`src/rtl/im_loader_pkg.sv`:
```
// ============================================================================
// Module      : im_loader_pkg
// Description : Shared constants and state encoding for the instruction-memory
//               loader and the fetch unit's PC-to-index mapping.
// Revision    : 1.0 - initial release
// ============================================================================
`default_nettype none

package im_loader_pkg;

    localparam int          IM_DEPTH = 4096;
    localparam int          ADDR_W   = 12;
    localparam logic [31:0] PC_BASE  = 32'h0000_3000;

    typedef enum logic [2:0] {
        IDLE  = 3'd0,
        LOAD  = 3'd1,
        FLUSH = 3'd2,
        DONE  = 3'd3,
        ERROR = 3'd4
    } state_t;

    // Word index in the IM back to the byte PC the fetch unit uses for it.
    function automatic logic [31:0] word_to_pc(input logic [ADDR_W-1:0] idx);
        return PC_BASE + {{(30-ADDR_W){1'b0}}, idx, 2'b00};
    endfunction

endpackage

`default_nettype wire

```
`src/rtl/im_loader_if.sv`:
```
// ============================================================================
// Module      : im_loader_if
// Description : Byte-stream input, IM write port and status bundle of the
//               instruction-memory loader.
// Revision    : 1.0 - initial release
// ============================================================================
`default_nettype none

interface im_loader_if #(
    parameter int ADDR_W = im_loader_pkg::ADDR_W
) ();

    logic              start;
    logic              in_valid;
    logic              in_ready;
    logic [7:0]        in_data;
    logic              in_last;
    logic              im_we;
    logic [ADDR_W-1:0] im_addr;
    logic [31:0]       im_wdata;
    logic              cpu_reset;
    logic              done;
    logic              overflow;
    logic [ADDR_W:0]   word_count;

    modport master (
        output start, in_valid, in_data, in_last,
        input  in_ready, im_we, im_addr, im_wdata,
        input  cpu_reset, done, overflow, word_count
    );

    modport slave (
        input  start, in_valid, in_data, in_last,
        output in_ready, im_we, im_addr, im_wdata,
        output cpu_reset, done, overflow, word_count
    );

endinterface

`default_nettype wire

```
`src/rtl/im_word_packer.sv`:
```
// ============================================================================
// Module      : im_word_packer
// Description : Assembles MSB-first bytes into big-endian 32-bit words and
//               left-justifies a short final word, zero-filling the low bytes.
// Revision    : 1.0 - initial release
// ============================================================================
`default_nettype none

module im_word_packer (
    input  wire logic        clk,
    input  wire logic        reset,
    input  wire logic        i_clear,
    input  wire logic        i_accept,
    input  wire logic        i_last,
    input  wire logic [7:0]  i_data,
    output logic             o_word_done,
    output logic             o_word_valid,
    output logic [31:0]      o_word
);

    logic [23:0] r_sr;
    logic [1:0]  r_byte_idx;
    logic        r_word_valid;
    logic [31:0] r_word;

    logic [31:0] w_assembled;
    logic [4:0]  w_shamt;
    logic [31:0] w_padded;

    // Low bytes of the assembled value belong to the current word; shifting
    // left pushes stale bytes of the previous word out of the top.
    assign w_assembled = {r_sr, i_data};
    assign w_shamt     = {2'd3 - r_byte_idx, 3'b000};
    assign w_padded    = w_assembled << w_shamt;
    assign o_word_done = i_accept && ((r_byte_idx == 2'd3) || i_last);

    always_ff @(posedge clk or posedge reset) begin
        if (reset) begin
            r_sr         <= '0;
            r_byte_idx   <= '0;
            r_word_valid <= 1'b0;
            r_word       <= '0;
        end else begin
            r_word_valid <= 1'b0;
            if (i_clear) begin
                r_sr       <= '0;
                r_byte_idx <= '0;
            end else if (i_accept) begin
                r_sr <= {r_sr[15:0], i_data};
                if (o_word_done) begin
                    r_word_valid <= 1'b1;
                    r_word       <= w_padded;
                    r_byte_idx   <= '0;
                end else begin
                    r_byte_idx <= r_byte_idx + 2'd1;
                end
            end
        end
    end

    assign o_word_valid = r_word_valid;
    assign o_word       = r_word;

endmodule

`default_nettype wire

```
`src/rtl/im_loader.sv`:
```
// ============================================================================
// Module      : im_loader
// Description : Loads a byte-stream program image into the instruction memory
//               from word 0 and holds the CPU in reset until it completes.
// Revision    : 1.0 - initial release
// ============================================================================
`default_nettype none

module im_loader #(
    parameter int IM_DEPTH = im_loader_pkg::IM_DEPTH,
    parameter int ADDR_W   = im_loader_pkg::ADDR_W
) (
    input  wire logic   clk,
    input  wire logic   reset,
    im_loader_if.slave  bus
);

    import im_loader_pkg::*;

    localparam logic [ADDR_W:0] c_full = (ADDR_W+1)'(IM_DEPTH);

    state_t            r_state;
    state_t            w_next;
    logic [ADDR_W:0]   r_word_count;
    logic [ADDR_W-1:0] r_im_addr;

    logic        w_in_ready;
    logic        w_done;
    logic        w_cpu_reset;
    logic        w_overflow;
    logic        w_start_load;
    logic        w_xfer;
    logic        w_full;
    logic        w_accept;
    logic        w_word_done;
    logic        w_im_we;
    logic [31:0] w_im_wdata;

    assign w_xfer   = bus.in_valid && w_in_ready;
    assign w_full   = (r_word_count == c_full);
    assign w_accept = w_xfer && !w_full;

    always_ff @(posedge clk or posedge reset) begin
        if (reset) begin
            r_state <= IDLE;
        end else begin
            r_state <= w_next;
        end
    end

    always_comb begin
        w_next       = r_state;
        w_start_load = 1'b0;
        w_in_ready   = 1'b0;
        w_done       = 1'b0;
        w_cpu_reset  = 1'b1;
        w_overflow   = 1'b0;
        case (r_state)
            IDLE: begin
                if (bus.start) begin
                    w_next       = LOAD;
                    w_start_load = 1'b1;
                end
            end
            LOAD: begin
                w_in_ready = 1'b1;
                if (w_xfer) begin
                    if (w_full) begin
                        w_next = ERROR;
                    end else if (bus.in_last) begin
                        w_next = FLUSH;
                    end
                end
            end
            FLUSH: begin
                w_next = DONE;
            end
            DONE: begin
                w_done      = 1'b1;
                w_cpu_reset = 1'b0;
                if (bus.start) begin
                    w_next       = LOAD;
                    w_start_load = 1'b1;
                end
            end
            ERROR: begin
                w_overflow = 1'b1;
                if (bus.start) begin
                    w_next       = LOAD;
                    w_start_load = 1'b1;
                end
            end
            default: begin
                w_next = IDLE;
            end
        endcase
    end

    im_word_packer u_packer (
        .clk          (clk),
        .reset        (reset),
        .i_clear      (w_start_load),
        .i_accept     (w_accept),
        .i_last       (bus.in_last),
        .i_data       (bus.in_data),
        .o_word_done  (w_word_done),
        .o_word_valid (w_im_we),
        .o_word       (w_im_wdata)
    );

    // Address is captured alongside the data so both line up with im_we.
    always_ff @(posedge clk or posedge reset) begin
        if (reset) begin
            r_word_count <= '0;
            r_im_addr    <= '0;
        end else if (w_start_load) begin
            r_word_count <= '0;
        end else if (w_word_done) begin
            r_im_addr    <= r_word_count[ADDR_W-1:0];
            r_word_count <= r_word_count + (ADDR_W+1)'(1);
        end
    end

    assign bus.in_ready   = w_in_ready;
    assign bus.im_we      = w_im_we;
    assign bus.im_addr    = r_im_addr;
    assign bus.im_wdata   = w_im_wdata;
    assign bus.cpu_reset  = w_cpu_reset;
    assign bus.done       = w_done;
    assign bus.overflow   = w_overflow;
    assign bus.word_count = r_word_count;

endmodule

`default_nettype wire

```
`src/flat_wrapper.sv`:
```
// flat-port wrapper written by rule: the top's interface ports become plain ports
module im_loader_flat import im_loader_pkg::*;
#(
    parameter int IM_DEPTH = im_loader_pkg::IM_DEPTH,
    parameter int ADDR_W   = im_loader_pkg::ADDR_W
)
  (clk, reset, bus_start, bus_in_valid, bus_in_data, bus_in_last, bus_in_ready, bus_im_we, bus_im_addr, bus_im_wdata, bus_cpu_reset, bus_done, bus_overflow, bus_word_count);
  im_loader_if #(.ADDR_W(ADDR_W)) bus_i ();
  input  wire logic clk;
  input  wire logic reset;
  input wire logic [$bits(bus_i.start)-1:0] bus_start;
  input wire logic [$bits(bus_i.in_valid)-1:0] bus_in_valid;
  input wire logic [$bits(bus_i.in_data)-1:0] bus_in_data;
  input wire logic [$bits(bus_i.in_last)-1:0] bus_in_last;
  output wire logic [$bits(bus_i.in_ready)-1:0] bus_in_ready;
  output wire logic [$bits(bus_i.im_we)-1:0] bus_im_we;
  output wire logic [$bits(bus_i.im_addr)-1:0] bus_im_addr;
  output wire logic [$bits(bus_i.im_wdata)-1:0] bus_im_wdata;
  output wire logic [$bits(bus_i.cpu_reset)-1:0] bus_cpu_reset;
  output wire logic [$bits(bus_i.done)-1:0] bus_done;
  output wire logic [$bits(bus_i.overflow)-1:0] bus_overflow;
  output wire logic [$bits(bus_i.word_count)-1:0] bus_word_count;
  assign bus_i.start = bus_start;
  assign bus_i.in_valid = bus_in_valid;
  assign bus_i.in_data = bus_in_data;
  assign bus_i.in_last = bus_in_last;
  assign bus_in_ready = bus_i.in_ready;
  assign bus_im_we = bus_i.im_we;
  assign bus_im_addr = bus_i.im_addr;
  assign bus_im_wdata = bus_i.im_wdata;
  assign bus_cpu_reset = bus_i.cpu_reset;
  assign bus_done = bus_i.done;
  assign bus_overflow = bus_i.overflow;
  assign bus_word_count = bus_i.word_count;
  im_loader #(.IM_DEPTH(IM_DEPTH), .ADDR_W(ADDR_W)) u_core (.clk(clk), .reset(reset), .bus(bus_i));
endmodule
```
`config.mk`:
```
export PLATFORM = sky130hd
export DESIGN_NAME = im_loader_flat
export DESIGN_NICKNAME = d
export VERILOG_FILES = /design/src/rtl/im_loader_pkg.sv /design/src/rtl/im_loader_if.sv /design/src/rtl/im_word_packer.sv /design/src/rtl/im_loader.sv /design/src/flat_wrapper.sv
export SDC_FILE = /design/constraint.sdc
export NUM_CORES = 1
export LEC_CHECK = 0
export CORE_MARGIN = 2
export CORE_UTILIZATION = 53
export CTS_CLUSTER_DIAMETER = 120
export CTS_CLUSTER_SIZE = 12
export DETAILED_ROUTE_END_ITERATION = 10
export GPL_ROUTABILITY_DRIVEN = 0
export MAX_ROUTING_LAYER = met4
export PLACE_DENSITY = 0.92
export SLEW_MARGIN = 20
export SYNTH_ARGS = -nofsm -noshare
export SYNTH_HDL_FRONTEND = slang
export SYNTH_SLANG_ARGS = --single-unit
```
`constraint.sdc`:
```
create_clock -name clk -period 3.7 [get_ports clk]
set_clock_uncertainty 0.1 [all_clocks]
set_input_delay 0.555 -clock clk [delete_from_list [all_inputs] [get_ports clk]]
set_output_delay 0.555 -clock clk [all_outputs]
set_load 0.1 [all_outputs]
```
## Yosys cells after proc, flatten, opt, wreduce, memory -nomap -nowiden

Cells that the tools add are included.

- Equal/unequal tests: 9
- $add $sub $neg: 3
- Shift-type cells: 1
- Reductions and logical operators: 12
- Multiplexer cells: 21
- Bitwise operators: 1

Operator list:

| cell | count |
|---|---|
| $mux W24 | 2 |
| $shl A32 B5 Y32 | 1 |
| $mux W13 | 2 |
| $add A13 B1 Y13 const B | 1 |
| $eq A13 B13 Y1 const B | 1 |
| $mux W3 | 4 |
| $mux W1 | 9 |
| $pmux W3 S3 | 1 |
| $eq A3 B2 Y1 const B | 2 |
| $mux W2 | 3 |
| $reduce_and A3 Y1 | 2 |
| $ne A2 B1 Y1 const B | 2 |
| $reduce_bool A2 Y1 | 2 |
| $eq A3 B1 Y1 const B | 1 |
| $eq A3 B3 Y1 const B | 1 |
| $logic_and A1 B1 Y1 | 3 |
| $logic_not A3 Y1 | 1 |
| $ne A3 B2 Y1 const B | 1 |
| $reduce_or A3 Y1 | 1 |
| $add A2 B1 Y2 const B | 1 |
| $eq A2 B2 Y1 const B | 1 |
| $reduce_and A2 Y1 | 1 |
| $sub A2 B2 Y2 const A | 1 |
| $logic_not A1 Y1 | 1 |
| other kinds (2) | 2 |

- Word-level logic and storage cells: 54
- Input bits: 13
- Flip-flop bits (word level): 87
- Output and inout port bits: 62

## Longest topological paths before layout

- Word-level depth: 8
- Depth in mapped cells: 9
- Depth with buffers taken out: 6

## By module

A second synthesis with hierarchy kept.

- Cells, all modules: 384
- Area, all modules: 4374.2 sq um

By module, submodules not included:

| module | instances | seq. area each (sq um) | cells an instance | area each (sq um) |
|---|---|---|---|---|
| im_word_packer | 1 | 1476.4 | 253 | 2896.5 |
| im_loader | 1 | 700.7 | 131 | 1477.7 |

## Worst setup path before layout

Ideal clock, no wire load.

- Path type: flip-flop to output port
- From: register u_core.r_state[0]
- To: output bus_overflow
- Slack: 471 ps
- Buffers on the path: 1
- Required time: 3045 ps
- Arrival time: 2574 ps
- Stages on the path, launching flop included: 3
- Cells stage by stage: dfrtp_1 buf_2 nor3_1

- Cells in the longest elaborated chain, start to end: 2

Ends and longest elaborated chain:

| element | RTL line | text |
|---|---|---|
| start, declared | im_loader.sv:22 | `state_t r_state;` |
| start signal, assigned | im_loader.sv:47 | `r_state <= w_next;` |
| $eq A3 B3 Y1 | im_loader.sv:58 | `case (r_state)` |
| $mux W1 | im_loader.sv:58 |  |
| end, declared | flat_wrapper.sv:21 | `output wire logic [$bits(bus_i.overflow)-1:0] bus_overflow;` |

Every way passes these cells.

## Final worst setup path

- From: register u_core.r_word_count[2], in the netlist u_core.bus.word_count[2]
- To: output bus_word_count[2]

RTL lines:

| element | RTL line | text |
|---|---|---|
| start, declared | im_loader.sv:24 | `logic [ADDR_W:0] r_word_count;` |
| start signal, assigned | im_loader.sv:120 | `r_word_count <= r_word_count + (ADDR_W+1)'(1);` |
| end, declared | flat_wrapper.sv:22 | `output wire logic [$bits(bus_i.word_count)-1:0] bus_word_count;` |

No word-level cell between the ends.

==> metrics.md <==
| Metric | Value |
|---|---|
| Post-synth ARST share | 100% |
| Register-to-Register Path Depth | 8 |
| Die X-Extent | 93.9 um |
| Die footprint | 8810 sq um |
| Max Used Layer | met4 |
| Port Buffers | 74 |
| Cell Rows | 32 |
| H-tree depth | 3 |
| DP Worst Slack | 0.691 ns |
| Maximum vdd ir drop | 448 uV |
| Minimum clock period | 2.75 ns |
| Total wire length | 10,200 um |
| Critical Path RT | 3.04 ns |
| ANT cells | 0 |
| Overall Global Routing Usage | 25.5% |
| Setup CP Type | reg2out |
| Worst-case clock buffer depth | 2 |
| Status | completed |
| Nets | 470 |
| Initial core utilization | 55.1% |
| Sequential share of the synthesized area | 50.8% |
| Setup TNS | 0 ns |
| Root buffer cell | clkbuf_8 |
| Worst r2r src | u_core.bus.word_count[1] |
| Syn avg cell area | 11.1 sq um |
| Tcrit/Tclk final | 74.2% |
| Finished Cell Area | 5290 sq um |
| Final ANT Viol Nets | 0 |
| Vias in the first global route | 3,232 |
| Layout cells sized above 1 | 9.39% |
| Top FF cell, synth | dfrtp_1 |
| Metal-1 WL | 4180 um |
| Max_cap viols | 0 |
| Clock Sinks | 87 |
| Setup Fix Bufs, Post-CTS | 0 |
| Die extent in y | 93.9 um |
| Wire length per cell after detailed routing | 18.2 um |
| Relative slew slack | 32.4% |
| Drt drc | 0 |
| First drt pass iteration count | 6 |
| Final hold vios | 0 |
| Total core area | 7770 sq um |
| HP Start | u_core.bus.im_addr[10] |
| TritonCTS clock tree | built |
| Hold Path Class | reg2reg |
| Commonest non-fill, non-tap cell in the layout | dfrtp_1 |
| Peak Freq | 364 MHz |
| CP max-delay cell | clkdlybuf4s50_1 |
| DR vias | 3,308 |
| Grt ovf | 0 |
| Setup ws final | 0.953 ns |
| Largest delay share family, worst path | buffers and inverters |
| Cts repair resizes | 0 |
| Final Slew Violations | 0 |
| Worst Path Buf+Inv | 1 |
| WL met3 | 636 um |
| Hpwl dp | 6740 um |
| CTS Hold Bufs | 0 |
| Most frequent cells in the layout | dfrtp_1, clkdlybuf4s50_1, mux2_1, mux2i_1, nor2_1 |
| DR vias/cell | 5.91 |
| P&R area growth vs syn | 23.4% |
| Pleak | 2.51 nW |
| Worst-skew pair later-pin latency | 0.36 ns |
| P per Cell Area | 874 nW/um^2 |
| Reg2reg end | u_core.bus.im_addr[0] |
| Largest stage delay on the critical path | 1.22 ns |
| Pin count of the biggest net entering global routing | 44 |
| Initial antenna violation count | 0 |
| Max FO, Critical Path | 7 |
| Flops & latches, synth | 87 |
| Reg2Reg Setup Slack | 1.19 ns |
| Setup crit end kind | primary output |
| Cell chain of the critical path | clkdlybuf4s50_1 |
| Startpoint Class | flip-flop |
| Post-route insts no fill | 560 |
| Routed length on met2 | 5100 um |
| CP arrival | 2.09 ns |
| Hold depth | 1 |
| Worst hold margin | 0.392 ns |
| Syn Inst Count | 387 |
| Setup violators final | 0 |
| Slew @ Worst Pin | 1.01 ns |
| RSZ-0062 raised after global routing | false |
| First-pass GRT wire length | 16,800 um |
| Post-Place Cells | 545 |
| Synth Warn # | 0 |
| Initial DRC Count | 240 |
| Library cells used by synthesis | 43 |
| Number of I/O pins | 75 |
| Clock Pin Slew Worst Setup and Hold Paths | 0.08 ns |
| Cell Area, Placed | 5100 sq um |
| Post-synth EDFFs | 0 |
| Num CTS Buffers | 9 |
| Hold Path Sink | u_core.bus.im_addr[10] |
| Synth Cell Area | 4280 sq um |
| Mapped Nets | 403 |
where the power goes:
| part | switching (mW) | leakage [nW] | internal (mW) |
|---|---|---|---|
| clock network | 0.327 | 0.0964 | 0.328 |
| logic | 1.86 | 1.26 | 0.678 |
| registers | 0.220 | 1.15 | 1.21 |
per-layer routing:
metal | up-vias | track usage [%]
met2 | 131 | 40.0
li1 | 1480 | -
met1 | 1671 | 33.2
met4 | 0 | 11.4
met5 | - | -
met3 | 26 | 3.85
registers in the layout (all words and copies together), names as in the netlist:
signal	cells
u_core.u_packer.o_word_valid	1
u_core.u_packer.o_word	32
u_core.bus.word_count	13
u_core.r_state	3
u_core.u_packer.r_sr	24
u_core.u_packer.r_byte_idx	2
u_core.bus.im_addr	12
final cells by class:
cell class / count / area [sq um]
Multi-Input combinational cell: 250 / 1890
Clock inverter: 3 / 43.8
Inverter: 23 / 87.6
Clock buffer: 12 / 145
Sequential cell: 87 / 2180
Timing Repair Buffer: 83 / 811
Fill cell: 539 / 2480
Tap cell: 102 / 128
worst reg2reg max path: stages (launching register included):
cell and delay [ns]:
dfrtp_1 0.43, inv_1 0.10, ha_1 0.17, nor4b_1 0.24, nand3_1 0.11, buf_4 0.24, nand2_2 0.40, buf_12 0.25
mux2_1 0.36
worst max-delay path by stage:
stage | from | endpoint | slack, ns | cells past startpoint
2_1_floorplan | u_core.r_state[0] | bus_overflow | 0.47 | 2
3_3_place_gp | bus_in_valid | u_core.u_packer.o_word[27] | 0.78 | 6
3_5_place_dp | bus_in_valid | u_core.bus.im_addr[0] | 0.69 | 6
4_1_cts | u_core.bus.word_count[3] | bus_word_count[3] | 0.95 | 1
5_1_grt | u_core.bus.word_count[3] | bus_word_count[3] | 0.91 | 1
6_report | u_core.bus.word_count[2] | bus_word_count[2] | 0.95 | 1
Yosys cell counts, drive strengths merged, types with 3 or more instances:
library cell  number  area, sq um
mux2i             36          360
xor2               4         35.0
a21oi             20          100
inv               23         86.3
a22oi              9         67.6
nor4               3         18.8
buf               13         75.1
mux2              52          586
and3               9         56.3
nand2             29          109
dfrtp             87         2180
nor2b             12         75.1
nor2              30          120
nand3              6         30.0
ha                 3         37.5
o21ai              3         15.0
a31oi              8         50.1
nand4              4         25.0
clkbuf            14         52.6
logic make-up (layout without fill, tap and decap cells):
logic type / count (synthesis) / after routing / share of synthesized area, %
buf+inv: 50 / 121 / 5.00
xor+xnor: 6 / 6 / 1.23
simple gates: 105 / 105 / 12.9
compound gates: 48 / 48 / 7.10
fa+ha+maj: 3 / 3 / 0.877
mux: 88 / 88 / 22.1
flops: 87 / 87 / 50.8
through the flow:
step,utilization (%),total power [mW]
2_1_floorplan,-,3.38
3_3_place_gp,65.6,3.89
3_5_place_dp,65.6,3.96
4_1_cts,68.0,4.62
5_1_grt,68.0,4.81
6_report,68.0,4.62
(Power assumes the default switching activity.)
